## src/rtl/deconv_pkg.sv

```systemverilog
`default_nettype none
// ============================================================================
// Module      : deconv_pkg
// Description : Shared FSM encoding, geometry defaults, cfg field positions
//               and slot/strobe index helpers for the deconv column producer.
// Revision    : 1.0 - initial release
// ============================================================================
package deconv_pkg;

    localparam int DEF_PIX_WIDTH       = 8;
    localparam int DEF_SIZE_OF_FEATURE = 8;
    localparam int DEF_SIZE_OF_WEIGHT  = 5;

    localparam int CFG_COLS_LSB = 0;
    localparam int CFG_COLS_MSB = 15;

    typedef enum logic [2:0] {
        ST_IDLE  = 3'd0,
        ST_WLOAD = 3'd1,
        ST_FLOAD = 3'd2,
        ST_MUL   = 3'd3,
        ST_SEND  = 3'd4,
        ST_WAIT  = 3'd5,
        ST_DONE  = 3'd6
    } state_t;

    // Bit offset of a product slot on the data bus.
    function automatic int slot_lsb(input int slot, input int pix_width);
        return slot * 2 * pix_width;
    endfunction

    // First strobe bit of a slot group; one strobe bit covers 4 data bits.
    function automatic int strb_lsb(input int grp, input int taps, input int pix_width);
        return (grp * taps * 2 * pix_width) / 4;
    endfunction

endpackage
`default_nettype wire

```

## src/rtl/deconv_row_mult.sv

```systemverilog
`default_nettype none
// ============================================================================
// Module      : deconv_row_mult
// Description : One feature pixel times a whole weight column, W parallel
//               multipliers. Macro DECONV_SIGNED_EN selects signed operands.
// Revision    : 1.0 - initial release
// ============================================================================
module deconv_row_mult
    import deconv_pkg::*;
#(
    parameter int PIX_WIDTH      = DEF_PIX_WIDTH,
    parameter int SIZE_OF_WEIGHT = DEF_SIZE_OF_WEIGHT
) (
    input  logic [PIX_WIDTH-1:0]                  pix,
    input  logic [PIX_WIDTH*SIZE_OF_WEIGHT-1:0]   wcol,
    output logic [2*PIX_WIDTH*SIZE_OF_WEIGHT-1:0] prod
);

    localparam int PROD_W = 2 * PIX_WIDTH;

    for (genvar t = 0; t < SIZE_OF_WEIGHT; t++) begin : g_tap
        logic [PIX_WIDTH-1:0] w_tap;
        logic [PROD_W-1:0]    w_a;
        logic [PROD_W-1:0]    w_b;

        assign w_tap = wcol[t*PIX_WIDTH +: PIX_WIDTH];
`ifdef DECONV_SIGNED_EN
        // Low 2P bits of a product of sign-extended operands is the signed product.
        assign w_a = {{PIX_WIDTH{pix[PIX_WIDTH-1]}}, pix};
        assign w_b = {{PIX_WIDTH{w_tap[PIX_WIDTH-1]}}, w_tap};
`else
        assign w_a = {{PIX_WIDTH{1'b0}}, pix};
        assign w_b = {{PIX_WIDTH{1'b0}}, w_tap};
`endif
        assign prod[t*PROD_W +: PROD_W] = w_a * w_b;
    end

endmodule
`default_nettype wire

```

## src/rtl/deconv_column_producer.sv

```systemverilog
`default_nettype none
// ============================================================================
// Module      : deconv_column_producer
// Description : Builds each feature column's product bus and streams it as
//               F+1 en_shift beats, paced by the consumer's accumn_fin window.
//               Optional macro: DECONV_SIGNED_EN (signed multiply).
// Revision    : 1.0 - initial release
// ============================================================================
module deconv_column_producer
    import deconv_pkg::*;
#(
    parameter int PIX_WIDTH       = DEF_PIX_WIDTH,
    parameter int SIZE_OF_FEATURE = DEF_SIZE_OF_FEATURE,
    parameter int SIZE_OF_WEIGHT  = DEF_SIZE_OF_WEIGHT,
    parameter int N_PIX_IN        = SIZE_OF_FEATURE * SIZE_OF_WEIGHT,
    parameter int STRB_WIDTH      = 2 * PIX_WIDTH * N_PIX_IN / 4
) (
    input  logic                              clk,
    input  logic                              rst,
    input  logic [31:0]                       i_param_cfg_feature,
    input  logic                              start_i,
    input  logic                              w_valid_i,
    output logic                              w_ready_o,
    input  logic [PIX_WIDTH*SIZE_OF_WEIGHT-1:0]  w_data_i,
    input  logic                              f_valid_i,
    output logic                              f_ready_o,
    input  logic [PIX_WIDTH*SIZE_OF_FEATURE-1:0] f_data_i,
    input  logic                              accumn_fin_i,
    output logic                              en_shift_o,
    output logic [STRB_WIDTH-1:0]             data_strobe_o,
    output logic [2*PIX_WIDTH*N_PIX_IN-1:0]   data_o,
    output logic                              busy_o,
    output logic                              frame_done_o
);

    localparam int PROD_W    = 2 * PIX_WIDTH;
    localparam int GROUP_W   = PROD_W * SIZE_OF_WEIGHT;
    localparam int DATA_W    = PROD_W * N_PIX_IN;
    localparam int MUL_IDX_W = (SIZE_OF_FEATURE > 1) ? $clog2(SIZE_OF_FEATURE) : 1;
    localparam int BEAT_W    = $clog2(SIZE_OF_FEATURE + 1);

    localparam logic [MUL_IDX_W-1:0] c_last_mul  = MUL_IDX_W'(SIZE_OF_FEATURE - 1);
    localparam logic [BEAT_W-1:0]    c_last_beat = BEAT_W'(SIZE_OF_FEATURE);

    state_t                                r_state;
    logic [15:0]                           r_cols;
    logic [15:0]                           r_col_cnt;
    logic [PIX_WIDTH*SIZE_OF_WEIGHT-1:0]   r_weight;
    logic [PIX_WIDTH*SIZE_OF_FEATURE-1:0]  r_feat;
    logic [DATA_W-1:0]                     r_prod;
    logic [MUL_IDX_W-1:0]                  r_mul_idx;
    logic [BEAT_W-1:0]                     r_beat;
    logic                                  r_seen_rise;

    logic [15:0]          w_cfg_cols;
    logic [15:0]          w_col_next;
    logic [PIX_WIDTH-1:0] w_pix;
    logic [GROUP_W-1:0]   w_row_prod;
    logic                 w_unused_cfg;

    assign w_cfg_cols   = i_param_cfg_feature[CFG_COLS_MSB:CFG_COLS_LSB];
    assign w_unused_cfg = ^i_param_cfg_feature[31:CFG_COLS_MSB+1];
    assign w_col_next   = (r_col_cnt >= r_cols) ? r_cols : r_col_cnt + 16'd1;
    assign w_pix        = r_feat[int'(r_mul_idx)*PIX_WIDTH +: PIX_WIDTH];
    assign data_o       = r_prod;

    deconv_row_mult #(
        .PIX_WIDTH      (PIX_WIDTH),
        .SIZE_OF_WEIGHT (SIZE_OF_WEIGHT)
    ) u_row_mult (
        .pix  (w_pix),
        .wcol (r_weight),
        .prod (w_row_prod)
    );

    // Strobe lanes of one slot group; an out-of-range group yields the flush mask.
    function automatic logic [STRB_WIDTH-1:0] group_mask(input int grp);
        logic [STRB_WIDTH-1:0] m;
        m = '0;
        for (int i = 0; i < STRB_WIDTH; i++) begin
            if (grp < SIZE_OF_FEATURE &&
                i >= strb_lsb(grp, SIZE_OF_WEIGHT, PIX_WIDTH) &&
                i <  strb_lsb(grp + 1, SIZE_OF_WEIGHT, PIX_WIDTH)) begin
                m[i] = 1'b1;
            end
        end
        return m;
    endfunction

    always_ff @(posedge clk or posedge rst) begin
        if (rst) begin
            r_state       <= ST_IDLE;
            r_cols        <= '0;
            r_col_cnt     <= '0;
            r_weight      <= '0;
            r_feat        <= '0;
            r_prod        <= '0;
            r_mul_idx     <= '0;
            r_beat        <= '0;
            r_seen_rise   <= 1'b0;
            w_ready_o     <= 1'b0;
            f_ready_o     <= 1'b0;
            en_shift_o    <= 1'b0;
            data_strobe_o <= '0;
            busy_o        <= 1'b0;
            frame_done_o  <= 1'b0;
        end else begin
            frame_done_o <= 1'b0;
            case (r_state)
                ST_IDLE: begin
                    if (start_i) begin
                        r_cols    <= (w_cfg_cols == 16'd0) ? 16'd1 : w_cfg_cols;
                        r_col_cnt <= '0;
                        busy_o    <= 1'b1;
                        w_ready_o <= 1'b1;
                        r_state   <= ST_WLOAD;
                    end
                end
                ST_WLOAD: begin
                    if (w_valid_i && w_ready_o) begin
                        r_weight  <= w_data_i;
                        w_ready_o <= 1'b0;
                        f_ready_o <= 1'b1;
                        r_state   <= ST_FLOAD;
                    end
                end
                ST_FLOAD: begin
                    if (f_valid_i && f_ready_o) begin
                        r_feat    <= f_data_i;
                        f_ready_o <= 1'b0;
                        r_mul_idx <= '0;
                        r_state   <= ST_MUL;
                    end
                end
                ST_MUL: begin
                    r_prod[slot_lsb(int'(r_mul_idx) * SIZE_OF_WEIGHT, PIX_WIDTH) +: GROUP_W] <= w_row_prod;
                    if (r_mul_idx == c_last_mul) begin
                        en_shift_o    <= 1'b1;
                        data_strobe_o <= group_mask(0);
                        r_beat        <= '0;
                        r_state       <= ST_SEND;
                    end else begin
                        r_mul_idx <= r_mul_idx + MUL_IDX_W'(1);
                    end
                end
                ST_SEND: begin
                    if (r_beat == c_last_beat) begin
                        en_shift_o    <= 1'b0;
                        data_strobe_o <= '0;
                        r_col_cnt     <= w_col_next;
                        if (w_col_next >= r_cols) begin
                            frame_done_o <= 1'b1;
                            busy_o       <= 1'b0;
                            r_state      <= ST_DONE;
                        end else begin
                            r_seen_rise <= 1'b0;
                            r_state     <= ST_WAIT;
                        end
                    end else begin
                        r_beat        <= r_beat + BEAT_W'(1);
                        data_strobe_o <= group_mask(int'(r_beat) + 1);
                    end
                end
                ST_WAIT: begin
                    // A level already high on entry counts as the rising edge.
                    if (!r_seen_rise) begin
                        if (accumn_fin_i) begin
                            r_seen_rise <= 1'b1;
                        end
                    end else if (!accumn_fin_i) begin
                        r_seen_rise <= 1'b0;
                        f_ready_o   <= 1'b1;
                        r_state     <= ST_FLOAD;
                    end
                end
                ST_DONE: begin
                    r_state <= ST_IDLE;
                end
                default: begin
                    r_state <= ST_IDLE;
                end
            endcase
        end
    end

endmodule
`default_nettype wire

```

## config.mk

```make
export PLATFORM = sky130hd
export DESIGN_NAME = deconv_column_producer
export DESIGN_NICKNAME = d
export VERILOG_FILES = /design/src/rtl/deconv_pkg.sv /design/src/rtl/deconv_row_mult.sv /design/src/rtl/deconv_column_producer.sv
export SDC_FILE = /design/constraint.sdc
export NUM_CORES = 2
export LEC_CHECK = 0
export CAP_MARGIN = 25
export CORE_AREA = 5 5 362 364
export DETAILED_ROUTE_END_ITERATION = 8
export DIE_AREA = 0 0 367 369
export PLACE_DENSITY_LB_ADDON = 0.3
export SYNTH_ARGS = -nofsm -noshare
export SYNTH_HDL_FRONTEND = slang
export SYNTH_HIERARCHICAL = 1
export SYNTH_SLANG_ARGS = --single-unit
```

## constraint.sdc

```tcl
create_clock -name clk -period 92.8 [get_ports clk]
set_input_delay 18.56 -clock clk [delete_from_list [all_inputs] [get_ports clk]]
set_output_delay 18.56 -clock clk [all_outputs]
set_load 0.02 [all_outputs]
```

==> out/qor.txt <==
Status: finished clean
Mux contribution to synthesized area: 0.137
Slew @ Worst Pin: 1090 ps
RSZ-0062 raised after global routing: no
Final Skew: 73.4 ps
Endpoint, Worst Hold: data_o[9]
Hold depth: 2
DRC: 0
Clock transition at the registers of the reported paths: 60 ps
Share of cells above drive strength 1: 0.154
Main combinational cell family by area after synthesis: multiplexers
Fillers: 11,312
CTS Sinks: 871
Reg2Reg Setup Slack: 84,610 ps
R2R Path Start: r_mul_idx[2]
CTS root buffer: clkbuf_16
Endpoints failing hold: 0
Longest Clk Path Bufs: 3
H-tree Lvls: 3
Pre-antenna DRT Iters: 6
I/O pin count: 947
CTS tree: yes
Post-synth top flop: dfrtp_1
Synth Area in XOR/XNOR: 0.0117
Worst skew pair latency: 740 ps
Number of post-CTS setup repair buffers: 0
Max-slew violation count: 0
Type of the worst min-delay path: reg -> reg
Fraction of registers with async set or reset after synthesis: 1.00
Avg Inst Size Synth: 10.2 um2
Initial antenna violation count: 11
Final period util: 0.222
HPWL after DPL: 163 mm
Gr usage total: 0.306
Worst slew margin: 0.268
Worst reg-to-reg path cell count: 22
Endpoint required time on the critical path: 93,490 ps
Critical path class: in -> async
Via-to-Cell Ratio: 5.76
Synthesis-to-layout area growth: 26.7%
Synthesis-stage register bit count: 871
Yosys warns: 6
Setup-failing EPs final: 0
CP Max Fanout: 159
Cts repair resizes: 0
Synth Area in Adders: 0.124
Max Fclk: 48.4 MHz
Register area: 0.0218 mm2
Sequential fraction of the synthesis area: 0.407
Hold_buf cts: 0
Routed Antenna Nets: 0
CP Launch Type: input pin
First-pass GRT wire length: 309 mm
Hold Startpoint: data_o[9]
Initial Util: 0.422
CP Capture Type: asynchronous set/reset pin
PortBufs: 930
Most frequent cells in the layout: 930 x clkdlybuf4s50_1, 870 x dfrtp_1, 558 x nand2_1, 512 x mux2_2, 304 x inv_1
Post-synth cell types: 102
Setup TNS Final: 0 ps
Multi-input logic area: 0.0288 mm2
Full die area: 0.135 mm2
Synthesized netlist cell count: 5,266
Die Width: 367 um
Final Critical Period: 20,640 ps
Net Count, Synth: 5,830
CP arrival: 21,340 ps
FP Rows: 131
Post-synthesis compound-gate area fraction: 0.134
Synthesized cell area: 0.0536 mm2
Initial detailed-routing violation count: 4,033
NumNets Final: 6,569
Final Wtd Congestion: 0.955
Num CTS Buffers: 99
DR WL/cell: 27.5 um
Grt ovf: 0
Number of enable-type register cells in the synthesized netlist: 0
Routed wire length: 213 mm
Vias post-DR: 44,650
Max-capacitance violation count: 0
Core area: 0.127 mm2
Most common cell after layout, fill and taps aside: clkdlybuf4s50_1
Simple-gate share of the synthesized area: 0.128
Die height: 369 um
Vias in the first global route: 44,997
FF-to-FF End: data_o[269]
Largest net degree at the start of global routing: 170
[metal layers]
layer	global-route usage	wire (um)	up-vias
met5	0.00605	127	-
met4	0.147	11600	4
li1	-	-	19748
met3	0.0983	21400	466
met2	0.516	102000	2074
met1	0.354	77300	22358
[worst max path at each step]
stage          slack, ps           to  startpoint  depth (start not counted)
4_1_cts            72100    data_o[4]   data_o[4]                          1
3_5_place_dp       71340  data_o[157]         rst                          4
6_report           72160  data_o[605]         rst                          4
3_3_place_gp       71360  data_o[157]         rst                          4
2_1_floorplan      49760       busy_o         rst                          1
5_1_grt            71810  data_o[190]         rst                          4
[critical path: stages]
cell	delay (ps)
clkdlybuf4s50_1	490
inv_8	510
buf_12	640
buf_12	570
[cell type report]
cell class | instances | share of cell area
diodes | 8 | 0.000295
clock buffers | 134 | 0.0418
flip-flops and latches | 871 | 0.321
multi-input cells | 3679 | 0.425
repair buffers | 1047 | 0.154
clock inverters | 46 | 0.0100
inverters | 307 | 0.0171
well taps | 1662 | 0.0306
[metrics by stage]
step	util	area, um2	hold slack, ps	std cells	setup WS [ps]
2_1_floorplan	-	53600	474	5266	49760
3_5_place_dp	0.504	64000	466	7549	71340
3_3_place_gp	0.503	63900	455	7541	71360
4_1_cts	0.531	67500	480	7729	72100
6_report	0.534	67900	475	7754	72160
5_1_grt	0.534	67900	491	7750	71810
[synth_stat cells, types with 7 or more instances]
| master | instances | area, um2 |
|---|---|---|
| buf_4 | 93 | 698 |
| a21o_1 | 61 | 458 |
| buf_2 | 58 | 290 |
| or2_2 | 23 | 144 |
| and3_1 | 13 | 81.3 |
| nand3_1 | 85 | 425 |
| o21ai_0 | 270 | 1350 |
| nor2_1 | 277 | 1040 |
| a21oi_1 | 259 | 1300 |
| o31ai_1 | 14 | 105 |
| a211o_1 | 7 | 61.3 |
| fa_1 | 182 | 3640 |
| inv_1 | 305 | 1140 |
| o211ai_1 | 23 | 173 |
| mux4_2 | 16 | 360 |
| o22ai_1 | 149 | 932 |
| nand4_1 | 16 | 100 |
| nor3_1 | 64 | 320 |
| o2bb2ai_1 | 24 | 210 |
| a32oi_1 | 24 | 210 |
| a31o_2 | 9 | 78.8 |
| a211oi_1 | 27 | 203 |
| a31oi_1 | 41 | 257 |
| clkbuf_1 | 236 | 886 |
| or3_1 | 26 | 163 |
| o21a_1 | 35 | 263 |
| buf_1 | 18 | 67.6 |
| mux2_1 | 26 | 293 |
| mux2_2 | 512 | 5770 |
| nor2_2 | 10 | 62.6 |
| mux2_4 | 9 | 135 |
| nor4_1 | 13 | 81.3 |
| a22o_1 | 39 | 342 |
| ha_1 | 240 | 3000 |
| nor2b_1 | 23 | 144 |
| a32o_1 | 23 | 230 |
| mux2i_1 | 77 | 771 |
| nand2_1 | 562 | 2110 |
| xor2_1 | 30 | 263 |
| nand2b_1 | 17 | 106 |
| a22oi_1 | 18 | 135 |
| a2bb2oi_1 | 18 | 158 |
| and2_1 | 265 | 1660 |
| dfrtp_1 | 871 | 21800 |
| xnor2_1 | 37 | 324 |
[state kept, by name (all words and copies together) (netlist names)]
signal         count
en_shift_o         1
frame_done_o       1
r_state            3
r_cols            16
r_beat             4
data_strobe_o     79
r_mul_idx          3
r_weight          40
f_ready_o          1
data_o           640
r_seen_rise        1
r_feat            64
busy_o             1
r_col_cnt         16
w_ready_o          1
[logic make-up (layout without fill, tap and decap cells)]
group / after synthesis / count (layout)
XOR/XNOR: 69 / 69
AND/OR/NAND/NOR: 1440 / 1440
other: 1 / 9
flip-flops: 871 / 871
buffers and inverters: 716 / 1534
multiplexers: 640 / 640
adder cells (fa/ha/maj): 422 / 422
AO/OA/AOI/OAI: 1107 / 1107
Power is left out: the tool's default activity adds up to more than one toggle a clock period on the data nets, which glitch-free logic cannot reach.
